<file path="config.mk">
export PLATFORM = sky130hd
export DESIGN_NAME = msk_hpc3_rnd_feeder
export DESIGN_NICKNAME = d
export VERILOG_FILES = /design/src/rtl/msk_hpc3_rnd_feeder_pkg.sv /design/src/rtl/msk_lfsr31_lane.sv /design/src/rtl/msk_hpc3_rnd_feeder.sv
export SDC_FILE = /design/constraint.sdc
export NUM_CORES = 1
export LEC_CHECK = 0
export BUFFER_PORTS_ARGS = -buffer_cell sky130_fd_sc_hd__buf_4
export CORE_MARGIN = 2
export CORE_UTILIZATION = 55
export CTS_BUF_LIST = sky130_fd_sc_hd__clkbuf_8
export CTS_CLUSTER_SIZE = 28
export DETAILED_ROUTE_END_ITERATION = 16
export HOLD_SLACK_MARGIN = 0.05
export PLACE_DENSITY = 0.82
export SLEW_MARGIN = 20
export SYNTH_ARGS = -nofsm -noshare
export SYNTH_HDL_FRONTEND = slang
export SYNTH_SLANG_ARGS = --single-unit
</file>
<file path="constraint.sdc">
create_clock -name clk -period 2 [get_ports clk]
set_clock_uncertainty 0.15 [all_clocks]
set_input_delay 0.2 -clock clk [delete_from_list [all_inputs] [get_ports clk]]
set_output_delay 0.2 -clock clk [all_outputs]
set_load 0.02 [all_outputs]
</file>
<file path="src/rtl/msk_hpc3_rnd_feeder_pkg.sv">
// Shared HPC3 definitions: FSM encoding, LFSR geometry and the fresh-randomness
// count d*(d-1) that a column of HPC3 gadgets consumes per cycle.
package msk_hpc3_rnd_feeder_pkg;

  typedef enum logic [1:0] {
    ST_IDLE = 2'd0,
    ST_SEED = 2'd1,
    ST_WARM = 2'd2,
    ST_RUN  = 2'd3
  } fsm_state_t;

  localparam int LFSR_W = 31;
  localparam int TAP_HI = 30;
  localparam int TAP_LO = 27;
  localparam int SEED_W = 32;
  localparam int CNT_W  = 16;

  function automatic int hpc3_rnd_bits(input int shares);
    return shares * (shares - 1);
  endfunction

endpackage

</file>
<file path="src/rtl/msk_lfsr31_lane.sv">
// One 31-bit Fibonacci LFSR lane (x^31 + x^28 + 1); load wins over step and an
// all-zero load value is replaced by 1 so the lane can never lock up.
module msk_lfsr31_lane
  import msk_hpc3_rnd_feeder_pkg::*;
(
  input  logic              clk,
  input  logic              rst,
  input  logic              load,
  input  logic [LFSR_W-1:0] load_val,
  input  logic              step,
  output logic              out_bit
);

  logic [LFSR_W-1:0] s;

  always_ff @(posedge clk) begin
    if (rst) begin
      s <= '0;
    end else if (load) begin
      s <= (load_val == '0) ? LFSR_W'(1) : load_val;
    end else if (step) begin
      s <= {s[LFSR_W-2:0], s[TAP_HI] ^ s[TAP_LO]};
    end
  end

  assign out_bit = s[LFSR_W-1];

endmodule

</file>
<file path="src/rtl/msk_hpc3_rnd_feeder.sv">
// Fresh-randomness feeder for a column of HPC3 gadgets: seeds d*(d-1) LFSR lanes,
// warms them up, then serves one never-repeated word per rnd handshake.
module msk_hpc3_rnd_feeder
  import msk_hpc3_rnd_feeder_pkg::*;
#(
  parameter int d    = 2,
  parameter int WARM = 64
) (
  input  logic                   clk,
  input  logic                   rst,
  input  logic [SEED_W-1:0]      seed,
  input  logic                   seed_valid,
  output logic                   seed_ready,
  input  logic                   reseed,
  output logic [d*(d-1)-1:0]     rnd,
  output logic                   rnd_valid,
  input  logic                   rnd_ready,
  output logic                   busy,
  output logic [1:0]             state
);

  localparam int NL    = hpc3_rnd_bits(d);
  localparam int IDX_W = (NL > 1) ? $clog2(NL) : 1;

  // Handshakes: a transfer happens on a rising edge where valid & ready are both
  // high; valid never depends combinationally on ready, and data is held until taken.
  fsm_state_t        st;
  logic [IDX_W-1:0]  idx;
  logic [CNT_W-1:0]  cnt;
  logic              seed_ready_q;
  logic              rnd_valid_q;
  logic              busy_q;
  logic [NL-1:0]     lane_bits;
  logic              seed_fire;
  logic              rnd_fire;
  logic              lane_step;
  logic              last_beat;
  logic              unused_seed_msb;

  assign seed_fire       = seed_ready_q & seed_valid;
  assign rnd_fire        = rnd_valid_q & rnd_ready;
  assign lane_step       = (st == ST_WARM) | rnd_fire;
  assign last_beat       = seed_fire && (idx == IDX_W'(NL - 1));
  assign unused_seed_msb = seed[SEED_W-1];

  always_ff @(posedge clk) begin
    if (rst) begin
      st           <= ST_IDLE;
      idx          <= '0;
      cnt          <= '0;
      seed_ready_q <= 1'b0;
      rnd_valid_q  <= 1'b0;
      busy_q       <= 1'b0;
    end else begin
      case (st)
        ST_IDLE: begin
          if (reseed | seed_valid) begin
            st           <= ST_SEED;
            seed_ready_q <= 1'b1;
            busy_q       <= 1'b1;
          end
        end
        ST_SEED: begin
          if (reseed) begin
            idx <= '0;
          end else if (last_beat) begin
            idx          <= '0;
            cnt          <= '0;
            st           <= ST_WARM;
            seed_ready_q <= 1'b0;
          end else if (seed_fire) begin
            idx <= idx + IDX_W'(1);
          end
        end
        ST_WARM, ST_RUN: begin
          if (reseed) begin
            st           <= ST_SEED;
            idx          <= '0;
            cnt          <= '0;
            seed_ready_q <= 1'b1;
            busy_q       <= 1'b1;
            rnd_valid_q  <= 1'b0;
          end else if (st == ST_WARM) begin
            // The edge that completes the WARM-th step is the edge that raises rnd_valid.
            if (cnt == CNT_W'(WARM - 1)) begin
              st          <= ST_RUN;
              cnt         <= '0;
              busy_q      <= 1'b0;
              rnd_valid_q <= 1'b1;
            end else begin
              cnt <= cnt + CNT_W'(1);
            end
          end
        end
        default: st <= ST_IDLE;
      endcase
    end
  end

  for (genvar k = 0; k < NL; k++) begin : g_lane
    msk_lfsr31_lane u_lane (
      .clk      (clk),
      .rst      (rst),
      .load     (seed_fire && (idx == IDX_W'(k))),
      .load_val (seed[LFSR_W-1:0]),
      .step     (lane_step),
      .out_bit  (lane_bits[k])
    );
  end

  assign rnd        = rnd_valid_q ? lane_bits : '0;
  assign rnd_valid  = rnd_valid_q;
  assign seed_ready = seed_ready_q;
  assign busy       = busy_q;
  assign state      = st;

endmodule

</file>
==> summary.txt <==
Finish
  • Area grow syn2layout: 25.2%
  • Nets@finish: 537
  • Fin cells: between 500 and 600
  • Diodes inserted: 0
  • Layout cell share with drive strength beyond 1: 17.3%
  • Fillers: 513
  • Multi-input logic area: 2120 µm²
  • Sequential Area: 1680 µm²
  • Fin util: 71.9%

Critical path
  • Worst path cell trace: nand3_2 -> or3_1 -> buf_4 -> a2111oi_2 -> xnor2_1 -> nor2_1
  • Register-to-register setup slack: 0.09 ns
  • CP endpoint kind: flop
  • Crit Reg-Reg Endpoint: cnt[15]
  • CP delay by family, top: simple AND/OR/NAND/NOR gates
  • CP Buf/Inv Count: 1
  • Kind of start point of the critical path: flop
  • Crit-path max cell delay: 0.41 ns
  • Crit Path Max Fanout: 16
  • Critical Path AT: 1.99 ns
  • Reg2reg start: seed_ready
  • Worst reg2reg path depth: 6
  • Req. time, crit path: between 2 and 2.5 ns
  • WS Path Type: flop to flop
  • Slowest cell on the critical path: dfxtp_2

Power and ir drop
  • Combinational share of power: 9.3%
  • Max VDD drop: 0.410 mV
  • Pwr dens: 674 nW/µm²
  • Clock network power share: between 30% and 40%
  • Leak: 0.00165 µW
  • Internal power: 2570 µW
  • P_sw: 756 µW
  • Seq pwr share: 52.9%
  • Power consumption: 3330 µW
  • Sw Share: 22.7%

Drt
  • DRT Pass-1 Iters: 4
  • Total Wirelength: 8.90 mm
  • WL/cell: 14.9 µm
  • Initial detailed-routing violation count: 136
  • DR DRC count: 0
  • Post-DR vias/cell: 5.68
  • Vias: 3401
  • Routed Antenna Nets: 0

Placed design
  • HPWL after detailed placement: 5.60 mm
  • Placer congestion estimate: ~0.79
  • IO buf count: 42
  • Cells after DPL: 552

STA
  • Fin crit period: 1.91 ns
  • Worst slew pin tran: 0.588 ns
  • Crit share post-route: 95.5%
  • Slew HR: 60.8%
  • Fmax: 523 MHz
  • Final setup vio count: 0
  • RSZ-0062 raised after global routing: yes
  • Final-report max-slew violation count: 0
  • Final Hold Fails: 0

Die
  • Initial Utilization: 57.4%
  • Die X: a little under 90 µm
  • I/O pins: 44
  • Core ar.: 6870 µm²
  • Die height: 88.7 µm
  • FP Rows: 30
  • Die area: roughly 8000 µm²

Global routing
  • Largest net degree at the start of global routing: 62
  • Total grt overflow: 0
  • GRT Overall Usage: 23.7%
  • Antenna violations before repair: 0
  • Vias in the first global route: 3284
  • First-pass GRT wire length: 14.8 mm

Min path
  • WHS Path Cells: 2
  • Hold crit path type: input pin to flop
  • Min-delay src: rst
  • Hold EP: idx

Clocking
  • Clk sink count: 84
  • Skew-Pair Late Insertion Delay: 0.34 ns
  • Root Buffer: clkbuf_8
  • CTS Buf Count: 9
  • CTS tree: yes
  • Max Root-Sink Buffers: 2
  • Clock transition at path regs: 0.08 ns
  • CTS HTree Levels: 3

Synth
  • Yosys reg bits: 84
  • Syn_nets: 469
  • Syn_area_per_cell: slightly above 9 µm²
  • Synth area leaders: dfxtp_1, mux2i_1, a211oi_1, nor2_1, xnor2_1
  • Mapped Cells: approximately 430
  • Sequential element share of the synthesized area: 42.6%
  • Post-synth top area share: between 40% and 50%
  • Post-synth ARST share: 0%
  • Most common library cells after synthesis: dfxtp_1, nor2_1, a211oi_1
  • Post-synth top flop: dfxtp_1
  • EDFF count, synth: 0
  • Top-count cell post-synth: dfxtp_1
  • Post-Syn Area: 3950 µm²
  • YS warnings: 0
  • Cell accounting for the most synthesized area: dfxtp_1
  • Cell variety after synth: 39

Outcome
  • Outcome: completed

Job
  • Maxcap violations: 0
==> flip-flops by register name, summed over array words and instances, names as in the netlist <==
signal and flops:
cnt 16, busy 1, state 2, rnd_valid 1, idx 1, g_lane.u_lane.s 62
seed_ready 1
==> power by group through the flow <==
stage,logic (µW),clock network (µW),registers (µW)
after CTS,306,1280,1760
after detailed placement,252,0,1800
final,309,1260,1760
after floorplan,132,0,1800
after global routing,336,1360,1770
after global placement,248,0,1790
==> metal layers <==
| layer | vias to the layer above | share of wire, % | GRT usage, % |
|---|---|---|---|
| li1 | 1703 | - | - |
| met1 | 1615 | 47 | 31.3 |
| met2 | 75 | 48 | 39.1 |
| met3 | 8 | 3.8 | 3.45 |
| met4 | 0 | 1.2 | 9.09 |
| met5 | - | 0 | 0 |
==> kinds of logic (layout without fill, tap and decap cells) <==
family | Yosys count | count (layout) | share of synthesized area (%)
simple gates | 142 | 142 | 15.9
flops | 84 | 84 | 42.6
fa+ha+maj | 1 | 1 | 0.317
mux | 57 | 57 | 14.5
buf+inv | 38 | 110 | 4.63
compound gates | 92 | 92 | 18.4
xor+xnor | 17 | 17 | 3.77
==> stage by stage <==
step	hold WS, ns	TNS [ns]	setup slack [ns]	instance area [µm²]
finish	0.0724	0	0.0896	4940
global route	0.0741	-0.0200	-0.00982	4940
CTS	0.0635	0	0.0996	4920
detailed placement	0.280	0	0.123	4390
global placement	0.283	0	0.152	4390
floorplan	0.129	0	0.0211	3950
==> repair_timing <==
item / 4_1_cts / 5_1_grt
setup buffers: 0 / 0
gates resized for setup: 0 / 2
hold endpoints to repair: 65 / 0
hold buffers: 32 / 0
setup endpoints to repair: 0 / 3
==> worst max path at each step <==
stage / from / endpoint / depth (start not counted)
finish: seed_ready / cnt[15] / 6
global route: idx / cnt[11] / 6
CTS: seed_ready / cnt[14] / 6
detailed placement: seed_ready / cnt[14] / 6
global placement: reseed / cnt[13] / 7
floorplan: seed_ready / cnt[11] / 7
==> cell usage in the layout, fill, tap and decap left out, types with 9 or more instances in the layout <==
master,count
mux2i_1,57
nand2_1,18
clkbuf_8,9
buf_4,55
xnor2_1,16
dfxtp_1,82
nand3_1,11
a211oi_1,61
nor2_1,83
a21oi_1,9
nor4_1,9
dlygate4sd3_1,32
==> area by class of cell <==
| class | count | share of cell area, % |
|---|---|---|
| repair buffers | 90 | 16.1 |
| clock buffers | 9 | 2.51 |
| flip-flops and latches | 84 | 34.1 |
| inverters | 5 | 0.380 |
| clock inverters | 6 | 1.65 |
| multi-input cells | 309 | 42.9 |
| well taps | 96 | 2.43 |
Note: power is estimated with default switching activity, not from simulation.
